==> config.mk <==
export PLATFORM = sky130hd
export DESIGN_NAME = mux2_4
export DESIGN_NICKNAME = d
export VERILOG_FILES = /design/src/rtl/mux2_4.sv
export SDC_FILE = /design/constraint.sdc
export NUM_CORES = 1
export LEC_CHECK = 0
export CORE_AREA = 2 2 39 41
export DETAILED_ROUTE_END_ITERATION = 8
export DIE_AREA = 0 0 41 43
export PLACE_DENSITY_LB_ADDON = 0.08
export SETUP_SLACK_MARGIN = 0.5
export SYNTH_ARGS = -nofsm -noshare
export SYNTH_HDL_FRONTEND = slang
export SYNTH_SLANG_ARGS = --single-unit
==> constraint.sdc <==
create_clock -name clk -period 2.3 [get_ports clk]
set_input_delay 0.46 -clock clk [delete_from_list [all_inputs] [get_ports clk]]
set_output_delay 0.46 -clock clk [all_outputs]
set_load 0.01 [all_outputs]
==> src/rtl/mux2_4.sv <==
// Two-input WIDTH-bit select with an optional single-entry output register
// and a valid/ready handshake for use inside back-pressured pipelines.
module mux2_4 #(
  parameter int unsigned WIDTH   = 4,
  parameter int unsigned OUT_REG = 1
) (
  input  logic             clk,
  input  logic             rst,
  input  logic [WIDTH-1:0] a,
  input  logic [WIDTH-1:0] b,
  input  logic             sel,
  input  logic             in_valid,
  output logic             in_ready,
  output logic [WIDTH-1:0] out,
  output logic             out_valid,
  input  logic             out_ready
);

  logic [WIDTH-1:0] mux_val;

  // Bit-exact operand select
  always_comb begin
    mux_val = a;
    if (sel) mux_val = b;
  end

  if (OUT_REG != 0) begin : g_reg

    logic [WIDTH-1:0] out_q;
    logic             valid_q;
    logic             accept;

    // Stage is free when empty or when its current result leaves this cycle
    assign in_ready = ~valid_q | out_ready;
    assign accept   = in_valid & in_ready;

    // Output register: load on accept, drop valid on consume, hold otherwise
    always_ff @(posedge clk or posedge rst) begin
      if (rst) begin
        out_q   <= '0;
        valid_q <= 1'b0;
      end else if (accept) begin
        out_q   <= mux_val;
        valid_q <= 1'b1;
      end else if (out_ready) begin
        valid_q <= 1'b0;
      end
    end

    assign out       = out_q;
    assign out_valid = valid_q;

  end else begin : g_comb

    // Pass-through; reset still blanks the output while asserted
    always_comb begin
      out       = mux_val;
      out_valid = in_valid;
      if (rst) begin
        out       = '0;
        out_valid = 1'b0;
      end
    end

    assign in_ready = out_ready;

  end

  // An unknown select on a valid input cannot produce a defined result
  a_sel_known : assert property (@(posedge clk) disable iff (rst)
    in_valid |-> !$isunknown(sel));

endmodule

==> flow_summary.html <==
<table>
<tr><th>Metric</th><th>Value</th></tr>
<tr><th colspan="2">Route</th></tr>
<tr><td>Via density</td><td>approximately 4.0</td></tr>
<tr><td>Aggregate routed wire length</td><td>554 um</td></tr>
<tr><td>Routed wire length on met3</td><td>roughly 73 um</td></tr>
<tr><td>Average detailed-routed wire length per instance</td><td>9.39 um</td></tr>
<tr><td>Number of detailed-route iterations in the first pass</td><td>1</td></tr>
<tr><td>Residual antenna-violating net count after detailed routing</td><td>0</td></tr>
<tr><td>Met2 routed wirelength</td><td>between 200 and 250 um</td></tr>
<tr><td>Remaining routing DRC violations</td><td>0</td></tr>
<tr><td>Highest metal layer used by the detailed router</td><td>met4</td></tr>
<tr><td>Via count of the routed design</td><td>about 240</td></tr>
<tr><td>Routed length on met1</td><td>around 200 um</td></tr>
<tr><td>Initial DRC Count</td><td>0</td></tr>
<tr><th colspan="2">Die</th></tr>
<tr><td>Width of the die</td><td>roughly 41 um</td></tr>
<tr><td>Die height</td><td>about 43 um</td></tr>
<tr><td>Top Ports</td><td>19</td></tr>
<tr><td>Core Footprint</td><td>roughly 0.0014 mm^2</td></tr>
<tr><td>Row Count</td><td>14</td></tr>
<tr><td>Effective utilization at floorplan</td><td>0.205</td></tr>
<tr><td>Total die area</td><td>between 0.0015 and 0.002 mm^2</td></tr>
<tr><th colspan="2">Worst setup path</th></tr>
<tr><td>CP Cell Sequence</td><td>clkdlybuf4s50_1, nand2b_4, dlygate4sd2_1</td></tr>
<tr><td>Critical path type</td><td>in -&gt; out</td></tr>
<tr><td>Buf+Inv Stages, Crit Path</td><td>2</td></tr>
<tr><td>Instance count on the critical path</td><td>3</td></tr>
<tr><td>Worst Reg-to-Reg Cells</td><td>4</td></tr>
<tr><td>Cell type of the slowest stage on the worst timing path</td><td>sky130_fd_sc_hd__clkdlybuf4s50_1</td></tr>
<tr><td>Kind of cell adding the most delay to the critical path</td><td>buffers and inverters</td></tr>
<tr><td>Largest fanout on the critical path</td><td>2</td></tr>
<tr><td>Data required time of the worst path</td><td>roughly 1800 ps</td></tr>
<tr><td>Critical path startpoint category</td><td>input port</td></tr>
<tr><td>Arrival time of data at the critical path endpoint</td><td>between 1000 and 1500 ps</td></tr>
<tr><td>Biggest cell delay along the critical path</td><td>450 ps</td></tr>
<tr><td>Critical Path Sink Type</td><td>output pin</td></tr>
<tr><th colspan="2">Synthesis</th></tr>
<tr><td>Number of unique standard cell types used by synthesis</td><td>9</td></tr>
<tr><td>Cell count after synthesis</td><td>23</td></tr>
<tr><td>Total standard cell area after synthesis</td><td>between 200 and 300 um^2</td></tr>
<tr><td>Synthesized flop and latch total</td><td>5</td></tr>
<tr><td>Synthesis warning total</td><td>0</td></tr>
<tr><td>Largest cells by area after synthesis</td><td>sky130_fd_sc_hd__dfrtp_1, sky130_fd_sc_hd__mux2i_1, sky130_fd_sc_hd__a21oi_2</td></tr>
<tr><td>Largest area contributor in the synthesized netlist</td><td>sky130_fd_sc_hd__dfrtp_1</td></tr>
<tr><td>Sequential element share of the synthesized area</td><td>0.441</td></tr>
<tr><td>Average footprint of a synthesized cell</td><td>about 12 um^2</td></tr>
<tr><td>Post-Synthesis Net Count</td><td>36</td></tr>
<tr><td>Area fraction of the dominant cell type after synthesis</td><td>0.441</td></tr>
<tr><th colspan="2">STA</th></tr>
<tr><td>Setup Skew</td><td>0.929 ps</td></tr>
<tr><td>Setup Total Neg Slack</td><td>0 ps</td></tr>
<tr><td>Least-Margin Pin Slew</td><td>360 ps</td></tr>
<tr><td>Highest attainable clock frequency</td><td>between 500 and 600 MHz</td></tr>
<tr><td>Count of endpoints failing setup in the final report</td><td>0</td></tr>
<tr><td>Final max-slew violation count</td><td>0</td></tr>
<tr><td>Final hold violation count</td><td>0</td></tr>
<tr><td>Normalized max-slew margin</td><td>0.759</td></tr>
<tr><td>Time the worst path needs with I/O delays and setup</td><td>1740 ps</td></tr>
<tr><td>Worst Slack Setup Final</td><td>approximately 560 ps</td></tr>
<tr><td>RSZ-0062 raised after global routing</td><td>no</td></tr>
<tr><td>Post-route fraction of the period consumed by the critical path</td><td>0.755</td></tr>
<tr><th colspan="2">Clocking</th></tr>
<tr><td>Setup bufs post-CTS</td><td>0</td></tr>
<tr><td>Num Clock Sinks</td><td>5</td></tr>
<tr><td>Cell at the root of the clock tree</td><td>sky130_fd_sc_hd__clkbuf_4</td></tr>
<tr><td>Clock transition at the register clock pins on the worst setup and hold paths after CTS</td><td>roughly 40 ps</td></tr>
<tr><td>Maximum number of buffers from clock root to sink</td><td>2</td></tr>
<tr><td>Clock buffer count from CTS</td><td>3</td></tr>
<tr><td>Gates resized, CTS repair</td><td>1</td></tr>
<tr><td>H-tree depth reported by CTS</td><td>1</td></tr>
<tr><td>Hold Buf Count CTS</td><td>0</td></tr>
<tr><td>Clock latency on the worst-skew pair</td><td>approximately 250 ps</td></tr>
<tr><td>TritonCTS clock tree</td><td>yes</td></tr>
<tr><th colspan="2">Layout</th></tr>
<tr><td>Non-filler instance count after layout</td><td>59</td></tr>
<tr><td>Layout cells sized above 1</td><td>0.209</td></tr>
<tr><td>Number of antenna diodes</td><td>0</td></tr>
<tr><td>Area growth syn-to-layout</td><td>69.6%</td></tr>
<tr><td>Nets</td><td>57</td></tr>
<tr><th colspan="2">Place</th></tr>
<tr><td>Gp weighted congestion</td><td>between 0.5 and 0.6</td></tr>
<tr><td>Buffers on Ports</td><td>18</td></tr>
<tr><td>Number of placed instances, taps included</td><td>55</td></tr>
<tr><td>Pre-CTS setup slack</td><td>roughly 290 ps</td></tr>
<tr><th colspan="2">GRT</th></tr>
<tr><td>Global-route wire length before repair</td><td>between 800 and 900 um</td></tr>
<tr><td>Largest net degree at the start of global routing</td><td>10</td></tr>
<tr><td>GRT Overall Usage</td><td>0.0816</td></tr>
<tr><td>Remaining global-route overflow</td><td>0</td></tr>
<tr><td>Vias in the first global route</td><td>roughly 240</td></tr>
<tr><td>Initial antenna violation count</td><td>0</td></tr>
<tr><th colspan="2">Status</th></tr>
<tr><td>Result of the run</td><td>finished clean</td></tr>
<tr><th colspan="2">Power</th></tr>
<tr><td>Largest voltage drop on the vdd net</td><td>between 0.15 and 0.2 mV</td></tr>
<tr><td>Pleak</td><td>between 0.15 and 0.2 nW</td></tr>
<tr><td>P per Cell Area</td><td>roughly 600 mW/mm^2</td></tr>
<tr><th colspan="2">Min path</th></tr>
<tr><td>Classification of the worst-slack hold path</td><td>in -&gt; async</td></tr>
<tr><th colspan="2">Flow run</th></tr>
<tr><td>Max-cap violations</td><td>0</td></tr>
</table>
worst reg2reg max path, stage by stage, from the launching register on:
cell	delay, ps
sky130_fd_sc_hd__dfrtp_1	400
sky130_fd_sc_hd__nand2b_4	80
sky130_fd_sc_hd__buf_4	170
sky130_fd_sc_hd__a21oi_2	70
sky130_fd_sc_hd__a31oi_1	150
cells in the mapped netlist:
cell                       count
sky130_fd_sc_hd__a21oi_2       4
sky130_fd_sc_hd__buf_4         2
sky130_fd_sc_hd__dfrtp_1       5
sky130_fd_sc_hd__a31oi_1       4
sky130_fd_sc_hd__mux2i_1       4
sky130_fd_sc_hd__inv_1         1
sky130_fd_sc_hd__nand2b_4      1
sky130_fd_sc_hd__nand2b_1      1
sky130_fd_sc_hd__buf_12        1
metal layers:
layer / track usage / vias up
li1: - / 120
met1: 0.0747 / 96
met2: 0.103 / 18
met3: 0.0209 / 4
met4: 0.140 / 0
met5: 0 / -
layout make-up:
class	count	area, um^2
Fill cell	150	902
Timing Repair Buffer	19	186
Sequential cell	5	125
Multi-Input combinational cell	14	120
Clock buffer	4	26.3
Tap cell	16	20.0
Inverter	1	3.75
where the power goes:
group | leakage [nW] | internal (W) | switching [W] | total, W
clock | 0.0150 | 0.0000658 | 0.0000398 | 0.000106
sequential | 0.0548 | 0.0000999 | 0.00000817 | 0.000108
combinational | 0.128 | 0.0000522 | 0.0000288 | 0.0000811
metrics by stage:
| step | utilization | cell area [um^2] | hold slack, ps | total power, W |
|---|---|---|---|---|
| after CTS | 0.348 | 482 | 415 | 0.000302 |
| after global routing | 0.348 | 482 | 439 | 0.000311 |
| after global placement | 0.330 | 457 | 544 | 0.000192 |
| after detailed placement | 0.330 | 457 | 548 | 0.000193 |
| after floorplan | - | 284 | 239 | 0.000149 |
| final | 0.348 | 482 | 416 | 0.000295 |
path summary, 6_finish.rpt:
kind | startpoint | endpoint | slack, ps
worst min-delay path | rst | out[1] | 420
max in group asynchronous | rst | out[3] | 1710
worst max-delay path | out_ready | in_ready | 560
min in group clk | out[2] | out[2] | 550
worst max register to register | out_valid | out[3] | 1370
worst min register to register | out[2] | out[2] | 550
cells by family (layout without fill, tap and decap cells):
| family | after synthesis | count (layout) | share of synthesized area |
|---|---|---|---|
| flops | 5 | 5 | 0.441 |
| buf+inv | 4 | 24 | 0.137 |
| mux | 4 | 4 | 0.141 |
| compound gates | 8 | 8 | 0.211 |
| simple gates | 2 | 2 | 0.0705 |
placed cells by master (no fill, tap or decap), drive strengths merged:
master         count
a21oi              4
a31oi              4
buf                1
clkbuf             4
clkdlybuf4s50     17
dfrtp              5
dlygate4sd2        1
inv                1
mux2i              4
nand2b             2
state kept, by name, summed over array words and instances, names as in the netlist:
| name | count |
|---|---|
| out | 4 |
| out_valid | 1 |
No activity file was read; power rests on OpenSTA's default activity.
